==> config.mk <==
export PLATFORM = sky130hd
export DESIGN_NAME = hpdcache_plru_ctrl
export DESIGN_NICKNAME = d
export VERILOG_FILES = /design/src/rtl/hpdcache_plru_ctrl.sv
export SDC_FILE = /design/constraint.sdc
export NUM_CORES = 1
export LEC_CHECK = 0
export BUFFER_PORTS_ARGS = -buffer_cell sky130_fd_sc_hd__buf_2
export CORE_UTILIZATION = 35
export CTS_BUF_LIST = sky130_fd_sc_hd__clkbuf_4 sky130_fd_sc_hd__clkbuf_8
export DETAILED_ROUTE_END_ITERATION = 10
export GPL_TIMING_DRIVEN = 0
export MAX_ROUTING_LAYER = met4
export SKIP_LAST_GASP = 1
export SLEW_MARGIN = 10
export SYNTH_ARGS = -nofsm -noshare
export SYNTH_HDL_FRONTEND = slang
export SYNTH_SLANG_ARGS = --single-unit
==> constraint.sdc <==
create_clock -name clk_i -period 4.6 [get_ports clk_i]
set_clock_uncertainty 0.1 [all_clocks]
set_input_delay 0.46 -clock clk_i [delete_from_list [all_inputs] [get_ports clk_i]]
set_output_delay 0.46 -clock clk_i [all_outputs]
set_load 0.05 [all_outputs]
==> src/rtl/hpdcache_plru_ctrl.sv <==
// Arbiter/sequencer in front of the HPDcache pseudo-LRU block: buffers hit updates in a
// small FIFO, serializes them with victim requests and returns the victim way registered.
module hpdcache_plru_ctrl #(
  parameter int unsigned SETS            = 64,
  parameter int unsigned WAYS            = 8,
  parameter int unsigned UPDT_FIFO_DEPTH = 4
) (
  input  logic                    clk_i,
  input  logic                    rst_i,

  input  logic                    updt_valid_i,
  output logic                    updt_ready_o,
  input  logic [$clog2(SETS)-1:0] updt_set_i,
  input  logic [WAYS-1:0]         updt_way_i,

  input  logic                    repl_valid_i,
  output logic                    repl_ready_o,
  input  logic [$clog2(SETS)-1:0] repl_set_i,
  input  logic [WAYS-1:0]         repl_dir_valid_i,
  input  logic                    repl_updt_plru_i,

  output logic                    rsp_valid_o,
  input  logic                    rsp_ready_i,
  output logic [WAYS-1:0]         rsp_victim_way_o,

  output logic                    plru_updt_o,
  output logic [$clog2(SETS)-1:0] plru_updt_set_o,
  output logic [WAYS-1:0]         plru_updt_way_o,
  output logic                    plru_repl_o,
  output logic [$clog2(SETS)-1:0] plru_repl_set_o,
  output logic [WAYS-1:0]         plru_repl_dir_valid_o,
  output logic                    plru_repl_updt_plru_o,
  input  logic [WAYS-1:0]         plru_victim_way_i,

  output logic                    busy_o
);

  localparam int unsigned SET_W = $clog2(SETS);
  localparam int unsigned PTR_W = $clog2(UPDT_FIFO_DEPTH);
  localparam int unsigned CNT_W = PTR_W + 1;

  typedef enum logic {
    ST_IDLE = 1'b0,
    ST_RSP  = 1'b1
  } state_t;

  state_t                     r_state;
  logic [WAYS-1:0]            r_rsp_way;
  logic [SET_W-1:0]           r_fifo_set [UPDT_FIFO_DEPTH];
  logic [WAYS-1:0]            r_fifo_way [UPDT_FIFO_DEPTH];
  logic [UPDT_FIFO_DEPTH-1:0] r_fifo_vld;
  logic [PTR_W-1:0]           r_wr_ptr;
  logic [PTR_W-1:0]           r_rd_ptr;
  logic [CNT_W-1:0]           r_count;

  logic                       w_empty;
  logic                       w_full;
  logic                       w_conflict;
  logic                       w_repl_issue;
  logic                       w_updt_acc;
  logic                       w_bypass;
  logic                       w_enq;
  logic                       w_deq;
  logic [UPDT_FIFO_DEPTH-1:0] w_fifo_vld_nxt;

  assign w_empty = (r_count == CNT_W'(0));
  assign w_full  = (r_count == CNT_W'(UPDT_FIFO_DEPTH));

  // Any occupied entry targeting the requested set must reach the PLRU before the victim pick.
  always_comb begin
    w_conflict = 1'b0;
    for (int i = 0; i < int'(UPDT_FIFO_DEPTH); i++) begin
      if (r_fifo_vld[i] && (r_fifo_set[i] == repl_set_i)) begin
        w_conflict = 1'b1;
      end
    end
  end

  // Reset gates every PLRU command so stale buffered state never reaches the PLRU.
  assign w_repl_issue = !rst_i && (r_state == ST_IDLE) && repl_valid_i && !w_conflict;
  assign w_updt_acc   = !rst_i && updt_valid_i && !w_full;
  assign w_bypass     = w_updt_acc && w_empty && !w_repl_issue;
  assign w_enq        = w_updt_acc && !w_bypass;
  assign w_deq        = !rst_i && !w_empty && !w_repl_issue;

  always_comb begin
    w_fifo_vld_nxt = r_fifo_vld;
    if (w_deq) w_fifo_vld_nxt[r_rd_ptr] = 1'b0;
    if (w_enq) w_fifo_vld_nxt[r_wr_ptr] = 1'b1;
  end

  // Control state: FSM, pointers, occupancy and response register.
  always_ff @(posedge clk_i) begin
    if (rst_i) begin
      r_state    <= ST_IDLE;
      r_rsp_way  <= '0;
      r_fifo_vld <= '0;
      r_wr_ptr   <= '0;
      r_rd_ptr   <= '0;
      r_count    <= '0;
    end else begin
      case (r_state)
        ST_IDLE: begin
          if (w_repl_issue) begin
            r_rsp_way <= plru_victim_way_i;
            r_state   <= ST_RSP;
          end
        end
        ST_RSP: begin
          if (rsp_ready_i) r_state <= ST_IDLE;
        end
        default: r_state <= ST_IDLE;
      endcase
      r_fifo_vld <= w_fifo_vld_nxt;
      if (w_enq) r_wr_ptr <= r_wr_ptr + PTR_W'(1);
      if (w_deq) r_rd_ptr <= r_rd_ptr + PTR_W'(1);
      if (w_enq && !w_deq)      r_count <= r_count + CNT_W'(1);
      else if (!w_enq && w_deq) r_count <= r_count - CNT_W'(1);
    end
  end

  // Payload storage needs no reset; validity is tracked by r_fifo_vld.
  always_ff @(posedge clk_i) begin
    if (w_enq) begin
      r_fifo_set[r_wr_ptr] <= updt_set_i;
      r_fifo_way[r_wr_ptr] <= updt_way_i;
    end
  end

  assign updt_ready_o          = !w_full;
  assign repl_ready_o          = w_repl_issue;

  assign plru_repl_o           = w_repl_issue;
  assign plru_repl_set_o       = repl_set_i;
  assign plru_repl_dir_valid_o = repl_dir_valid_i;
  assign plru_repl_updt_plru_o = repl_updt_plru_i;

  assign plru_updt_o           = w_bypass || w_deq;
  assign plru_updt_set_o       = w_deq ? r_fifo_set[r_rd_ptr] : updt_set_i;
  assign plru_updt_way_o       = w_deq ? r_fifo_way[r_rd_ptr] : updt_way_i;

  assign rsp_valid_o           = (r_state == ST_RSP);
  assign rsp_victim_way_o      = r_rsp_way;
  assign busy_o                = !w_empty || (r_state == ST_RSP);

endmodule
# Word level (Yosys, flattened, before mapping)
# Memory sizes are Yosys's and may differ from the RTL's. A register that Yosys moved wholly into a read port is not among the register bits.
# Cells that the tools add are included.
[op_classes]
n_addsub = 4
order_cmp = 4
n_eq_ne = 5
mux = 23
bitwise_logic = 4
reduce_logical = 31
[ops]
columns = ["op", "n"]
rows = [
  ["$eq A6 B6 Y1", 4],
  ["$logic_and A1 B1 Y1", 18],
  ["$mux W1", 10],
  ["$logic_not A1 Y1", 8],
  ["$mux W2", 4],
  ["$mux W4", 2],
  ["$mux W8", 1],
  ["$lt A2 B3 Y1 const B", 2],
  ["$mux W3", 2],
  ["$mux W6", 1],
  ["$add A2 B1 Y2 const B", 2],
  ["$and A4 B4 Y4", 1],
  ["$demux W1 S2", 2],
  ["$ge A2 B1 Y1 const B", 2],
  ["$not A4 Y4", 1],
  ["$or A4 B4 Y4", 1],
  ["$add A3 B1 Y3 const B", 1],
  ["$eq A3 B3 Y1 const B", 1],
  ["$logic_not A3 Y1", 1],
  ["$sub A3 B1 Y3 const B", 1],
  ["$logic_or A1 B1 Y1", 2],
  ["$pmux W1 S2", 1],
  ["$reduce_and A2 Y1", 1],
  ["$reduce_bool A2 Y1", 1],
  ["$not A1 Y1", 1],
]
[word_totals]
ff_bits = 20
ramBits = 56
wordCells = 79
mem_count = 2
[mem_list]
columns = ["name", "depth", "word_bits", "rd", "rd_ports_with_merged_regs", "write_ports", "line_no", "text"]
rows = [
  ["r_fifo_way", 4, 8, 1, 1, 1, "50", "logic [WAYS-1:0] r_fifo_way [UPDT_FIFO_DEPTH];"],
  ["r_fifo_set", 4, 6, 5, 1, 1, "49", "logic [SET_W-1:0] r_fifo_set [UPDT_FIFO_DEPTH];"],
]

# Logic depth before layout (Yosys ltp)
[logic_depth]
word_depth = 16
mapped_depth = 12

# Least setup slack after synthesis
# OpenSTA, ideal clock, no wires.
[synth_timing]
path_type = "input-to-output"
startpoint = "in repl_set_i[0]"
endpoint = "out plru_updt_o"
t_arrival_ps = 2610
t_required_ps = 4040
path_slack_ps = 1430
path_stages = 7
n_path_buf = 2
path_cell_list = "buf_6 xnor2_2 nand4_1 o31ai_4 nor3_2 buf_6 nor3_1"
[synth_between]
elab_chain_cells = 11
elab_cells_between_ends = 18
cone_classes = "eq/ne: 4; mux: 4; reduce/logical: 10"
[synth_rtl]
columns = ["item", "line_no", "text"]
rows = [
  ["start, declared", "18", "input logic [$clog2(SETS)-1:0] repl_set_i,"],
  ["$eq A6 B6 Y1", "73", "if (r_fifo_vld[i] && (r_fifo_set[i] == repl_set_i)) begin"],
  ["$logic_and A1 B1 Y1", "73", ""],
  ["$mux W1 (3 in series)", "73", ""],
  ["$mux W1 *", "73", ""],
  ["$logic_not A1 Y1 *", "80", "assign w_repl_issue = !rst_i && (r_state == ST_IDLE) && repl_valid_i && !w_conflict;"],
  ["$logic_and A1 B1 Y1 *", "80", ""],
  ["named net plru_repl_o", "29", "output logic plru_repl_o,"],
  ["$logic_not A1 Y1 *", "82, 84", ""],
  ["$logic_and A1 B1 Y1 (on tied branches)", "82, 84", ""],
  ["$logic_or A1 B1 Y1 *", "138", "assign plru_updt_o = w_bypass || w_deq;"],
  ["end, declared", "26", "output logic plru_updt_o,"],
]
# Mark *: on every way through the listed nets, which the timed path passes. The rest lies on a longest branch.

==> metrics.txt <==
status complete, no violations; largest net degree at the start of global routing 15; CTS resizes 0; Arrival @ worst endpoint 2550 ps; initial antenna violation count 0; EDFF count, synth 56; Comb power frac 0.390; Worst Tran Pin Value 841.6 ps; overall routing resource usage 0.1447; #FFs+latches synth 78; P&R area growth vs syn 17.80%; Clk pwr share 0.213; drt wl/cell 15.56 um; CTS root buf clkbuf_8; sequential fraction of the synthesis area 0.5412; fin crit share 0.6753; final worst setup slack 1494 ps; hold-fix buffer count after cts 0; routed vias/inst 4.734; 1st-pass router iterations 4; vias 2,315; ys async rst share 0; clk sinks 78; clock buffer depth 2; Die ar. 11,630 um^2; Syn Std Cell Area 3921 um^2; post-route ant nets 0; dpl hpwl 5316 um; Setup CP Type reg -> out; core area 10,890 um^2; CTS H-Tree Depth 3; P_leak 1.770 nW; P_sw 0.0008409 W; diode count 0; Synth cell types 44; final instance area 4619 um^2; TritonCTS clock tree done; GRT overflow 0; GPL Wtd Cong 0.7530; RSZ-0062 raised after global routing false; Reg power frac 0.397; DR iter-0 viols 107; Ys Warns 0; Sum Neg Setup Slack 0 ps; VDD IR max 0.0003035 V; Tmin final 3106 ps; first-pass GRT wire length 11,770 um; Post-Syn Nets 316; Slew headroom 0.4389; Starting Density 0.3601; # port buffers 69; average instance area after synthesis 14.85 um^2; crit path max fanout 10; Sw Ratio 0.3798; P per Cell Area 479.3 nW/um^2; postcts setup bufs 0; layout cell share with drive strength beyond 1 0.4527; Num CTS Buffers 9; nets 396; crit path capture type primary output; die extent in y 107.8 um; Final setup viols 0; worst min-delay path category in -> reg; pre-CTS WS 1369 ps; drt drc 0; WP data required 4040 ps; Fill cells 1,036; Top FF cell, synth edfxtp_1; Final Hold Viols 0; CTS clock-pin slew for the worst setup and hold paths 90 ps; io pins 85; reported max-cap violation count 0; worst-skew pair later-pin latency 350 ps; Final Max Slew Viols 0; crit path launch type register; Die W 107.8 um; fmax 321.9 MHz; final wirelength 7611 um; placed inst area 4442 um^2; cells after synthesis 264; Int Pwr 0.001373 W; vias in the first global route 2,266; Placement Rows 38
-- Yosys cell counts, drive strengths merged (3+ instances only) --
library cell	n	share of area
ha	9	0.029
clkbuf	3	0.0029
xnor2	22	0.055
nor2	8	0.0077
nand3	4	0.0064
a21oi	7	0.0089
and2	4	0.0064
a221o	4	0.010
nor2b	10	0.016
dfxtp	22	0.11
nor3	4	0.0093
a311o	3	0.0077
edfxtp	56	0.43
buf	27	0.059
inv	5	0.0048
mux4	14	0.080
nand2	11	0.011
nand4	4	0.0080
o21ai	4	0.0051
mux2	23	0.075
or3	3	0.0048
xor2	4	0.0089
-- final timing paths --
path	start	endpoint	slack (ps)	cells after the start
max reg2reg	r_fifo_set[3][3]	r_count[2]	1560	11
min reg2reg	r_wr_ptr[0]	r_wr_ptr[0]	420	2
min	plru_victim_way_i[1]	rsp_victim_way_o[1]	220	2
max	r_fifo_set[3][3]	plru_updt_set_o[2]	1490	7
-- state kept, by name (all words and copies together), names as in the netlist, named ones only --
| name | flops |
|---|---|
| r_fifo_way | 32 |
| r_fifo_set | 24 |
| rsp_victim_way_o | 8 |
| r_fifo_vld | 4 |
| r_count | 3 |
| r_rd_ptr | 2 |
| r_wr_ptr | 2 |
| rsp_valid_o | 1 |
-- kinds of logic after synthesis --
kind of cell             after synthesis  synth area share
AO/OA/AOI/OAI                         25           0.05999
XOR/XNOR                              26           0.06382
adder cells (fa/ha/maj)               10           0.03382
buffers and inverters                 36           0.06732
flip-flops                            78            0.5412
multiplexers                          39            0.1602
AND/OR/NAND/NOR                       50           0.07371
-- critical path, cell delays in order, from the launching register on --
cell and delay (ps):
edfxtp_1 410, xnor2_1 150, nand4_1 170, o22ai_4 120, o311ai_4 570, buf_12 230, mux2_4 310, buf_2 210
-- power groups by stage --
stage	registers, W	logic, W	clock network (W)
global route	0.000890	0.000929	0.000515
CTS	0.000878	0.000876	0.000488
floorplan	0.000901	0.000680	0
finish	0.000878	0.000864	0.000473
global placement	0.000891	0.000868	0
detailed placement	0.000893	0.000871	0
-- metal layers --
metal | track usage | wire length, um | up-vias
met1 | 0.1870 | 3641 | 1116
met3 | 0.03571 | 351 | 4
li1 | - | - | 1122
met2 | 0.2216 | 3572 | 73
met4 | 0.04990 | 46 | 0
met5 | - | 0 | -
-- through the flow --
stage	cells	util	power [W]	hold slack [ps]
after global placement	473	0.4080	0.001760	393.0
after global routing	489	0.4243	0.002333	219.8
final	489	0.4243	0.002214	225.0
after detailed placement	473	0.4080	0.001764	402.0
after floorplan	264	-	0.001581	374.8
after CTS	489	0.4243	0.002242	212.5
-- final cells by class --
type	instances	area, um^2	area share
clock buffers	10	131.4	0.02844
well taps	140	175.2	0.03792
plain buffers	30	241.5	0.05228
flip-flops and latches	78	2122	0.4594
inverters	6	22.52	0.004875
clock inverters	6	46.29	0.01002
multi-input cells	150	1535	0.3323
repair buffers	69	345.3	0.07476
-- placed cells by master (no fill, tap or decap), types with 4 or more instances in the layout --
master and n:
ha_1 9, a221o_1 4, mux4_2 14, o21ai_0 4, a21oi_1 7, mux2_2 11
buf_4 17, mux2_4 9, nor2b_1 10, edfxtp_1 56, xnor2_1 19, inv_1 5
xor2_1 4, and2_1 4, nor2_1 8, buf_6 6, dfxtp_1 22, clkbuf_8 9
nand2_1 11, buf_2 72
Note: power is estimated with default switching activity, not from simulation.
